===== config.mk =====
export PLATFORM = sky130hd
export DESIGN_NAME = alu_uart_interface
export DESIGN_NICKNAME = d
export VERILOG_FILES = /design/src/rtl/alu_uart_interface.sv
export SDC_FILE = /design/constraint.sdc
export NUM_CORES = 1
export LEC_CHECK = 0
export CORE_ASPECT_RATIO = 2
export CORE_UTILIZATION = 56
export DETAILED_ROUTE_END_ITERATION = 12
export MAX_ROUTING_LAYER = met4
export PLACE_DENSITY = 0.86
export SYNTH_ARGS = -nofsm -noshare
export SYNTH_HDL_FRONTEND = slang
export SYNTH_SLANG_ARGS = --single-unit

===== constraint.sdc =====
create_clock -name i_clk -period 4.4 [get_ports i_clk]
set_clock_uncertainty 0.1 [all_clocks]
set_input_delay 0.66 -clock i_clk [delete_from_list [all_inputs] [get_ports i_clk]]
set_output_delay 0.66 -clock i_clk [all_outputs]
set_load 0.005 [all_outputs]

===== src/rtl/alu_uart_interface.sv =====
// -----------------------------------------------------------------------------
// alu_uart_interface
//   Bridges a byte-stream receiver/transmitter pair to a combinational ALU.
//   A host sends a three-byte frame: operand A, operand B and an op byte. The
//   block drives the latched operands and op code onto the ALU inputs, waits
//   one cycle for the ALU to settle, and captures the result and flags. It then
//   returns two bytes to the host, result first and flags second, using the
//   transmitter start/busy/done handshake.
//
//   Flags byte layout: {5'b0, err, overflow, zero}. When the op byte is
//   rejected, the reply is result=0 and flags=0x04.
//
// Ports
//   i_clk            system clock, rising edge
//   i_rst_n          synchronous active-low reset
//   i_rx_data        received byte (valid with i_rx_done)
//   i_rx_done        one-cycle pulse, new byte available
//   o_data_a         latched operand A to the ALU
//   o_data_b         latched operand B to the ALU
//   o_operation_code latched op code to the ALU
//   i_alu_result     ALU result
//   i_alu_overflow   ALU overflow flag
//   i_alu_zero       ALU zero flag
//   o_tx_data        byte for the transmitter, held from start until done
//   o_tx_start       one-cycle transmit request, issued only when tx is idle
//   i_tx_busy        transmitter busy
//   i_tx_done        one-cycle pulse, byte fully sent
//   o_busy           high whenever a frame or reply is in progress
// -----------------------------------------------------------------------------
module alu_uart_interface #(
  parameter int NB_DATA        = 8,
  parameter int NB_OP          = 6,
  parameter int TIMEOUT_CYCLES = 1000000
) (
  input  logic               i_clk,
  input  logic               i_rst_n,
  input  logic [NB_DATA-1:0] i_rx_data,
  input  logic               i_rx_done,
  output logic [NB_DATA-1:0] o_data_a,
  output logic [NB_DATA-1:0] o_data_b,
  output logic [NB_OP-1:0]   o_operation_code,
  input  logic [NB_DATA-1:0] i_alu_result,
  input  logic               i_alu_overflow,
  input  logic               i_alu_zero,
  output logic [NB_DATA-1:0] o_tx_data,
  output logic               o_tx_start,
  input  logic               i_tx_busy,
  input  logic               i_tx_done,
  output logic               o_busy
);

  localparam int CNT_W = (TIMEOUT_CYCLES > 2) ? $clog2(TIMEOUT_CYCLES) : 1;
  localparam logic [CNT_W-1:0] CNT_LAST = CNT_W'(TIMEOUT_CYCLES - 1);

  typedef enum logic [2:0] {
    ST_WAIT_A     = 3'd0,
    ST_WAIT_B     = 3'd1,
    ST_WAIT_OP    = 3'd2,
    ST_COMPUTE    = 3'd3,
    ST_SEND_RES   = 3'd4,
    ST_WAIT_RES   = 3'd5,
    ST_SEND_FLAGS = 3'd6,
    ST_WAIT_FLAGS = 3'd7
  } state_t;

  // Rejects op bytes whose bits above the op-code field are set, and op codes
  // outside the supported ALU set.
  function automatic logic op_invalid(input logic [NB_DATA-1:0] op_byte);
    logic bad;
    bad = 1'b0;
    if (op_byte[NB_DATA-1:NB_OP] != '0) begin
      bad = 1'b1;
    end else begin
      case (op_byte[NB_OP-1:0])
        NB_OP'(6'h20), NB_OP'(6'h22), NB_OP'(6'h24), NB_OP'(6'h25),
        NB_OP'(6'h26), NB_OP'(6'h03), NB_OP'(6'h02), NB_OP'(6'h27): bad = 1'b0;
        default: bad = 1'b1;
      endcase
    end
    return bad;
  endfunction

  state_t               state_r, state_nx;
  logic [CNT_W-1:0]     cnt_r, cnt_nx;
  logic [NB_DATA-1:0]   data_a_r, data_b_r, res_r, flags_r, tx_data_r;
  logic [NB_OP-1:0]     op_r;
  logic                 err_r, tx_start_r, busy_r;
  logic                 load_a_s, load_b_s, load_op_s, capture_s;
  logic                 send_res_s, send_flags_s;

  // Next-state, idle-timeout counter and datapath load strobes.
  always_comb begin
    state_nx     = state_r;
    cnt_nx       = '0;
    load_a_s     = 1'b0;
    load_b_s     = 1'b0;
    load_op_s    = 1'b0;
    capture_s    = 1'b0;
    send_res_s   = 1'b0;
    send_flags_s = 1'b0;
    case (state_r)
      ST_WAIT_A: begin
        if (i_rx_done) begin
          load_a_s = 1'b1;
          state_nx = ST_WAIT_B;
        end else begin
          state_nx = ST_WAIT_A;
        end
      end
      // A received byte takes priority over an expiring timeout.
      ST_WAIT_B: begin
        if (i_rx_done) begin
          load_b_s = 1'b1;
          state_nx = ST_WAIT_OP;
        end else if (cnt_r == CNT_LAST) begin
          state_nx = ST_WAIT_A;
        end else begin
          cnt_nx = cnt_r + CNT_W'(1'b1);
        end
      end
      ST_WAIT_OP: begin
        if (i_rx_done) begin
          load_op_s = 1'b1;
          state_nx  = ST_COMPUTE;
        end else if (cnt_r == CNT_LAST) begin
          state_nx = ST_WAIT_A;
        end else begin
          cnt_nx = cnt_r + CNT_W'(1'b1);
        end
      end
      // ALU inputs were latched on entry; result is valid by now.
      ST_COMPUTE: begin
        capture_s = 1'b1;
        state_nx  = ST_SEND_RES;
      end
      ST_SEND_RES: begin
        if (!i_tx_busy) begin
          send_res_s = 1'b1;
          state_nx   = ST_WAIT_RES;
        end else begin
          state_nx = ST_SEND_RES;
        end
      end
      ST_WAIT_RES: begin
        if (i_tx_done) begin
          state_nx = ST_SEND_FLAGS;
        end else begin
          state_nx = ST_WAIT_RES;
        end
      end
      ST_SEND_FLAGS: begin
        if (!i_tx_busy) begin
          send_flags_s = 1'b1;
          state_nx     = ST_WAIT_FLAGS;
        end else begin
          state_nx = ST_SEND_FLAGS;
        end
      end
      ST_WAIT_FLAGS: begin
        if (i_tx_done) begin
          state_nx = ST_WAIT_A;
        end else begin
          state_nx = ST_WAIT_FLAGS;
        end
      end
      default: begin
        state_nx = ST_WAIT_A;
      end
    endcase
  end

  // State and timeout counter registers.
  always_ff @(posedge i_clk) begin
    if (!i_rst_n) begin
      state_r <= ST_WAIT_A;
      cnt_r   <= '0;
    end else begin
      state_r <= state_nx;
      cnt_r   <= cnt_nx;
    end
  end

  // Operand/op latches, result capture and transmit request registers.
  always_ff @(posedge i_clk) begin
    if (!i_rst_n) begin
      data_a_r   <= '0;
      data_b_r   <= '0;
      op_r       <= '0;
      err_r      <= 1'b0;
      res_r      <= '0;
      flags_r    <= '0;
      tx_data_r  <= '0;
      tx_start_r <= 1'b0;
      busy_r     <= 1'b0;
    end else begin
      if (load_a_s) begin
        data_a_r <= i_rx_data;
      end
      if (load_b_s) begin
        data_b_r <= i_rx_data;
      end
      if (load_op_s) begin
        op_r  <= i_rx_data[NB_OP-1:0];
        err_r <= op_invalid(i_rx_data);
      end
      // A rejected op masks whatever the ALU produced.
      if (capture_s) begin
        if (err_r) begin
          res_r   <= '0;
          flags_r <= NB_DATA'(8'h04);
        end else begin
          res_r   <= i_alu_result;
          flags_r <= {{(NB_DATA-3){1'b0}}, 1'b0, i_alu_overflow, i_alu_zero};
        end
      end
      // tx_data only moves when a new byte is launched, so it stays stable
      // for the whole transmission.
      if (send_res_s) begin
        tx_data_r <= res_r;
      end else if (send_flags_s) begin
        tx_data_r <= flags_r;
      end
      tx_start_r <= send_res_s | send_flags_s;
      busy_r     <= (state_nx != ST_WAIT_A);
    end
  end

  assign o_data_a         = data_a_r;
  assign o_data_b         = data_b_r;
  assign o_operation_code = op_r;
  assign o_tx_data        = tx_data_r;
  assign o_tx_start       = tx_start_r;
  assign o_busy           = busy_r;

endmodule


==> Yosys cells after proc, flatten, opt, wreduce, memory -nomap -nowiden <==
Cells that the tools add are included.
{ "totals": {"ff_bits": 72, "latchBits": 0, "ram_bits": 0, "rom_bits": 0, "inputBits": 23, "wordCells": 61, "mem_count": 0} }
{ "op_classes": {"n_addsub": 1, "multipliers": 0, "div_mod_pow": 0, "n_lt_le_gt_ge": 0, "eq_ne": 16, "n_shift": 0, "n_mux": 23, "bitwise": 3, "n_reduce_logical": 7} }
{ "ops": {"columns": ["operator", "n"], "rows": [
  ["$eq 6x6->1 const B", 6],
  ["$mux 8", 3],
  ["$pmux 3 s8", 1],
  ["$add 20x1->20 const B", 1],
  ["$eq 20x20->1 const B", 1],
  ["$mux 3", 5],
  ["$mux 1", 13],
  ["$eq 3x3->1 const B", 4],
  ["$eq 6x2->1 const B", 2],
  ["$reduce_or 8->1", 1],
  ["$eq 3x2->1 const B", 2],
  ["$reduce_bool 2->1", 2],
  ["$reduce_or 4->1", 1],
  ["$eq 3x1->1 const B", 1],
  ["$logic_not 3->1", 1],
  ["$reduce_bool 3->1", 1],
  ["$mux 2", 1],
  ["$not 1->1", 2],
  ["$reduce_or 2->1", 1],
  ["$or 1x1->1", 1]
]} }

==> Longest topological paths before layout <==
{ "depth": {"depth_word": 5, "mapped_depth": 6} }

==> Worst setup path after synthesis <==
Ideal clock, no wire load.
{ "synth_path": {"kind": "register to register", "startpoint": "register cnt_r[0]", "endpoint": "register cnt_r[17]", "setup_ps": 146, "arrival_ps": 1507, "setup_slack_ps": 2647, "path_stages_with_launch": 7, "path_buffers": 1, "synth_period_minus_slack_ps": 1753, "path_cell_list": "dfxtp_1 ha_1 nand4_4 or2_4 o211ai_4 buf_6 a211oi_2"} }
{ "synth_via": {"elab_chain_cells": 2} }
{ "synth_rtl": {"columns": ["item", "line", "source"], "rows": [
  ["start, declared", "84", "logic [CNT_W-1:0] cnt_r, cnt_nx;"],
  ["start signal, assigned", "179", "cnt_r <= cnt_nx;"],
  ["branches (longest 2 deep; another with $add 20x1->20)", null, null]
]} }
Parallel ways; which one is timed is not known.
A chain may end at the register's enable or synchronous reset.

==> Worst setup path after layout <==
{ "layout_path": {"startpoint": "register cnt_r[0]", "endpoint": "register state_r[0]"} }
{ "layout_via": {"elab_chain_cells": 4} }
{ "layout_rtl": {"columns": ["item", "line", "source"], "rows": [
  ["$eq 20x20->1 *", "115, 125", null],
  ["$mux 3 *", "115, 125", null],
  ["$mux 3, on equally long branches", "122, 112", null],
  ["$pmux 3 s8 *", "101", "case (state_r)"],
  ["end signal, assigned", "178", "state_r <= state_nx;"],
  ["end, declared", "83", "state_t state_r, state_nx;"]
]} }
Mark *: on every way between the ends. The rest lies on a longest branch, timed or not.

==> flow_summary.yaml <==
timing:
  max_slew.worst_pin.slew_ns: 1.15
  rsz0062_at_grt: "false"
  setup_viol: 0
  finalHoldViolations: 0
  max_freq_ghz: 0.435
  slew_viol_final: 0
  tns_ns: 0
  min_period_over_period_pct: 52.2
  fin_crit_ns: 2.30
  relSlewSlack_pct: 23.0
placement:
  io_buffers: 54
  routabilityCongestion: 0.765
  dp_hpwl_um: 4650
  place_inst: 421
floorplanning:
  die_width_um: 54.4
  ioPinCount: 55
  row_count: 37
  die_area_um2: 5810
  die_height_um: 107
  start_util_pct: 58.7
  core_area_um2: 5230
global_route:
  grt_overflow: 0
  gr-usage-met2_pct: 44.8
  grtUsageTotal_pct: 26.0
  grt_pass1_wl_um: 10800
  antenna_found_initial: 0
  use_met1_pct: 25.2
  top_usage_layer: "met2"
  grt_pass1_vias: 2464
  grt_use_met3_pct: 6.95
  grt_max_degree: 49
detailed_routing:
  route.detailed.drc: 0
  via_count: 2514
  finalWirelength_um: 6750
  viasPerCell: 5.75
  dr.pass1.iters: 5
  drt_iter0_markers: 63
  wl_per_cell_um: 15.4
  ant_nets: 0
clock_tree:
  cts_tree: "built"
  cts_made_buffers: 9
  cts_resized: 0
  cts.sinks: 67
  htree_levels: 3
  cts-root-buf: "clkbuf_8"
  clk_pin_slew_ns: 0.07
  clock_path_buffers: 2
  cts_setup_buffers: 0
  ctsHoldBuffers: 0
  clk_latency_ns: 0.34
synthesis:
  synth_top_family_by_area: "simple AND/OR/NAND/NOR gates"
  synth.distinct_cells: 48
  synth-compound-area-share_pct: 12.6
  synthCells: 324
  synthMuxAreaShare_pct: 4.23
  synth-adder-area-share_pct: 0.407
  yosysWarnings: 0
  synth_area_leaders: "dfxtp_1 (44%), nor3_2 (6.2%), nand2_1 (5.6%)"
  post-synth-top-area-cell: "dfxtp_1"
  synthArstFlopShare_pct: 0
  synth_xor_area_share_pct: 4.56
  synth_top_area_share_pct: 43.6
  syn_nets: 348
  ys.flop_type: "dfxtp_1"
  synth-seq-cells: 67
  netlist_area_um2: 3070
  synth_edf_count: 0
  synthSimpleGateAreaFrac_pct: 30.9
  avgSynthCellArea_um2: 9.48
  yosysSeqAreaShare_pct: 43.6
setup_path:
  critical_path.max_fanout: 21
  reg2reg_depth: 5
  cp_slowest_cell: "o211ai_4"
  cp-end-kind: "flip-flop"
  crit_path_start_kind: "flip-flop"
  crit_required_ns: 4.50
  worstSetupPathType: "flip-flop to flip-flop"
  path_cells: "ha_1, nand4_4, or2_4, o211ai_4, o31ai_1"
  arrival_ns: 2.40
  slowest_delay_ns: 0.72
status:
  status: "completed"
hold_path:
  hold_depth: 2
  hold_class: "flip-flop to flip-flop"
layout:
  fin_cells: 437
  multi_input_area_um2: 1620
  seq_area_um2: 1340
  area_growth_pct: 23.6
  n_antenna_cell: 0
  drive_above_1_share_pct: 12.4
  nets: 398
  n_fill_cell: 393
pwr:
  irDropWorstVdd_v: 0.000274
  p_per_area_nw_per_um2: 341
  leakagePower_nw: 1.27
job:
  maxCapViolCount: 0
state kept, by name (all words and copies together) (netlist names):
| name | count |
|---|---|
| o_tx_start | 1 |
| cnt_r | 20 |
| res_r | 8 |
| o_data_a | 8 |
| o_busy | 1 |
| o_data_b | 8 |
| o_operation_code | 6 |
| flags_r | 3 |
| o_tx_data | 8 |
| state_r | 3 |
| err_r | 1 |
critical path: cells and delay by family, from the launching register on:
| kind | cells | cell delay, ns |
|---|---|---|
| simple gates | 2 | 0.49 |
| compound gates | 2 | 0.87 |
| flops | 1 | 0.40 |
| fa+ha+maj | 1 | 0.29 |
synth_stat cells, types with 3 or more instances:
| cell type | number |
|---|---|
| nand3_1 | 17 |
| buf_1 | 3 |
| o21ai_0 | 6 |
| a211oi_2 | 3 |
| mux2i_1 | 13 |
| dfxtp_1 | 67 |
| nand4_2 | 3 |
| nor2b_1 | 19 |
| nor4_1 | 6 |
| a21oi_1 | 11 |
| clkbuf_1 | 7 |
| nor3_2 | 19 |
| nand2b_1 | 3 |
| nand2_1 | 46 |
| xor2_1 | 4 |
| inv_1 | 9 |
| a21boi_0 | 17 |
| nor2_1 | 3 |
| xnor2_1 | 12 |
| nand4b_1 | 3 |
| a21boi_1 | 3 |
| nor3_1 | 4 |
| o211a_1 | 3 |
| nor3b_1 | 10 |
| buf_2 | 4 |
power by group:
group / internal (mW) / leakage, nW / switching [mW]
logic: 0.0742 / 0.631 / 0.0826
registers: 0.627 / 0.542 / 0.0222
clock network: 0.260 / 0.0971 / 0.229
cell families after synthesis:
family | count (synthesis)
adder cells (fa/ha/maj) | 1
AO/OA/AOI/OAI | 52
buffers and inverters | 25
XOR/XNOR | 16
multiplexers | 13
flip-flops | 67
AND/OR/NAND/NOR | 150
worst paths after layout:
check	slack, ns	to	startpoint
max	2.10	state_r[0]	cnt_r[0]
max reg2reg	2.10	state_r[0]	cnt_r[0]
min reg2reg	0.36	o_tx_data[5]	o_tx_data[5]
min	0.36	o_tx_data[5]	o_tx_data[5]
cells in the final DEF, fill, tap and decap left out, drive strengths merged, types with 2 or more instances in the layout:
| cell type | n |
|---|---|
| dfxtp | 67 |
| clkdlybuf4s50 | 54 |
| nand2 | 46 |
| nor3 | 23 |
| a21boi | 20 |
| nor2b | 19 |
| nand3 | 17 |
| mux2i | 13 |
| xnor2 | 12 |
| a21oi | 11 |
| clkbuf | 11 |
| nor3b | 10 |
| inv | 9 |
| nor4 | 7 |
| o21ai | 7 |
| nand4 | 6 |
| xor2 | 4 |
| nor2 | 4 |
| clkinv | 4 |
| a211oi | 3 |
| nand4b | 3 |
| nand2b | 3 |
| o211a | 3 |
| and3 | 2 |
| or3 | 2 |
| and2 | 2 |
| o2111ai | 2 |
final cells by class:
class | count | area share (%)
sequential | 67 | 35.3
clock inverter | 5 | 1.42
clock buffer | 11 | 3.46
timing repair buffer | 55 | 14.4
multi-input combinational | 232 | 42.6
tap | 58 | 1.91
inverter | 9 | 0.889
through the flow:
stage / area, um2 / util (%) / setup WS (ns) / hold slack [ns] / power (mW)
CTS: 3800 / 72.6 / 2.07 / 0.364 / 1.31
finish: 3800 / 72.6 / 2.10 / 0.359 / 1.29
global route: 3800 / 72.6 / 1.95 / 0.375 / 1.34
global placement: 3610 / 69.1 / 1.96 / 0.341 / 0.816
detailed placement: 3610 / 69.1 / 1.91 / 0.351 / 0.819
floorplan: 3070 / - / 2.65 / 0.347 / 0.750
metal layers:
layer / vias up / wire, um
met5: - / 0
met4: 0 / 190
met3: 19 / 263
met2: 63 / 3620
met1: 1197 / 2680
li1: 1235 / -
No activity file was read; power rests on OpenSTA's default activity.
==> patch (same settings) <==
Make the reset (`i_rst_n`) asynchronous in 2 clocked blocks. Comments in the files are not updated.
--- a/src/rtl/alu_uart_interface.sv
+++ b/src/rtl/alu_uart_interface.sv
@@ -170,7 +170,7 @@
   end
 
   // State and timeout counter registers.
-  always_ff @(posedge i_clk) begin
+  always_ff @(posedge i_clk or negedge i_rst_n) begin
     if (!i_rst_n) begin
       state_r <= ST_WAIT_A;
       cnt_r   <= '0;
@@ -181,7 +181,7 @@
   end
 
   // Operand/op latches, result capture and transmit request registers.
-  always_ff @(posedge i_clk) begin
+  always_ff @(posedge i_clk or negedge i_rst_n) begin
     if (!i_rst_n) begin
       data_a_r   <= '0;
       data_b_r   <= '0;
Function: differs if i_rst_n is asserted again (counterexample within 4 cycles, from zero or initial values and one cycle with i_rst_n low); with i_rst_n held inactive, the same outputs for 10 cycles.
==> patch against the original RTL <==
  * Fmax is 2.5% higher
  * Worst setup slack improved by 0.056 ns
  * Largest cell class is now flip-flops and latches
  * Synthesized area is 1.8% lower
  * Count of clock-buffer cells in the layout up 2
  * Design area is 0.40% lower
  * Highest routed layer unchanged
  * Global-route usage grew 0.93 points
  * Wire length is 5.5% lower
  * Sequential cell count unchanged
  * Register-to-register slack gained 0.23 ns
  * First-iteration DRC count decreased by 32%
Power is not compared: it rests on default switching activity, and its combinational part moved more than twofold at a synthesized area within 25%.
==> patch: results (changes against the original RTL) <==
Parameter                              Value

Global routing
  Via count of the first global-routing pass ... 2,255 (-8.5%)
  Global-route wire length before repair ... 10,600 um (-2.1%)
  All-layer global routing usage ... 27.0% (+0.93 points)
  Maximum number of pins on one net before global-route repair ... 35 (-29%)

Finish
  Max reg flops ... 20 (unchanged)
  N_diodes ... 0 (unchanged)
  Fraction of layout instances using a drive strength above 1 ... 14.6% (+2.2 points)
  Nets@finish ... 349 (-12%)

Yosys
  Most common library cells after synthesis ... dfrtp_1, nand2_1, nor2_1, mux2_2, o21ai_0
  Register area share after synthesis ... 55.6% (+12 points)
  Post-Synthesis Net Count ... 293 (-16%)
  Count of distinct cell types in the synthesized netlist ... 35 (-27%)
  Ranking of synthesized cells by area ... dfrtp_1, mux2_2, nand2b_1
  Share of synthesized registers carrying an async set or reset ... 100% (+100 points)
  Syn. warnings ... 0 (unchanged)

Power and ir drop
  Maximum ir drop on the vdd rail ... 0.487 mV
  Leakage power figure ... 1.56 nW

Placement
  Routability-driven placement congestion ratio ... 0.799 (+4.5%)
  Dpl hpwl ... 4490 um (-3.4%)

Critical path
  Slowest stage cell, crit path ... nor3b_2
  Max FO, Critical Path ... 8 (-62%)
  Critical Path Max Stage Delay ... 0.62 ns (-0.10 ns)
  Worst path top cell family by delay ... simple AND/OR/NAND/NOR gates
  Data arrival time of the critical path ... 2.37 ns (-0.03 ns)

Route
  Wirelength, routed ... 6380 um (-5.5%)
  Iter 0 DRT Violations ... 43 (-32%)
  Vias per std cell ... 5.72 (-0.56%)

Clocking
  Clock latency of the later-clocked register in the worst-skew pair ... 0.34 ns (about the same)
  Max Buffers Root-to-Sink ... 2 (unchanged)
  Clock input transition at the sequential cells of the worst setup and hold paths ... 0.07 ns (about the same)
  TritonCTS Buffers ... 9 (unchanged)
  Number of gates given a new drive strength after cts ... 0 (unchanged)
  H-Tree Depth ... 3 (unchanged)

STA
  Worst slew slack as a fraction of its limit ... 49.5% (+26 points)

Run status
  Outcome ... finished clean

Hold path
  Min-Delay Path Class ... in -> async
==> patch: changes by cell type after synthesis, sizes merged, moves of 6 or more <==
cell and delta:
nand2b +15, dfxtp -67, nor3b -8, o21ai +16
nand2 -21, a21oi -6, nand3 -12, nor3 -16
nor2 +21, mux2i -7, mux2 +23, nor2b -19
a21boi -20, dfrtp +67
==> patch: where the power goes <==
| part | total (mW) | switching [mW] | internal [mW] | leakage [nW] |
|---|---|---|---|---|
| Combinational | 0.666 | 0.238 | 0.428 | 0.594 |
| Clock | 0.507 | 0.218 | 0.289 | 0.0995 |
| Sequential | 0.965 | 0.162 | 0.803 | 0.867 |
| Total | 2.14 | 0.618 | 1.52 | 1.56 |
==> patch: area by class of cell <==
cell class | count | area [um^2]
Tap cell | 58 | 72.6
Fill cell | 365 | 1400
Sequential cell | 67 | 1680
Timing Repair Buffer | 55 | 543
Clock buffer | 13 | 159
Multi-Input combinational cell | 187 | 1280
Clock inverter | 2 | 35.0
Inverter | 5 | 18.8
==> patch: worst reg2reg max path, stage by stage (launching register included) <==
cell and delay [ns]:
dfrtp_1 0.78, nor3b_2 0.66, mux2_2 0.41
==> patch: path summary, 6_finish.rpt <==
path / from / end / slack (ns) / cells after the start
worst max-delay path: i_rx_done / o_data_b[6] / 2.16 / 4
worst max register to register: state_r[1] / o_operation_code[3] / 2.33 / 2
worst min-delay path: i_rst_n / o_tx_data[1] / 0.28 / 1
max in group asynchronous: i_rst_n / o_data_a[4] / 3.00 / 2
min in group i_clk: flags_r[1] / flags_r[1] / 0.38 / 2
worst min register to register: flags_r[1] / flags_r[1] / 0.38 / 2
==> patch: routing by layer <==
layer	global-route usage [%]	vias up	wire (um)
met1	30.8	1084	2480
met2	43.2	74	3500
li1	-	1043	-
met4	10.9	0	129
met3	7.07	13	271
met5	-	-	0
==> patch: cell families (layout without fill, tap and decap cells) <==
group,after synthesis,count (layout),share of synthesized area (%)
compound gates,32,32,5.89
xor+xnor,16,16,4.64
simple gates,109,109,20.9
fa+ha+maj,1,1,0.415
flops,67,67,55.6
mux,29,29,10.6
buf+inv,15,75,2.07
==> patch: per-stage QoR <==
step | worst slack [ns] | utilization, % | area (um^2) | total power, mW | instances
2_1_floorplan | 2.58 | - | 3020 | 1.26 | 269
3_3_place_gp | 1.92 | 69.2 | 3590 | 1.61 | 372
3_5_place_dp | 1.83 | 69.2 | 3590 | 1.64 | 372
4_1_cts | 2.18 | 73.0 | 3780 | 2.16 | 387
5_1_grt | 2.09 | 73.0 | 3780 | 2.26 | 387
6_report | 2.16 | 73.0 | 3780 | 2.14 | 387
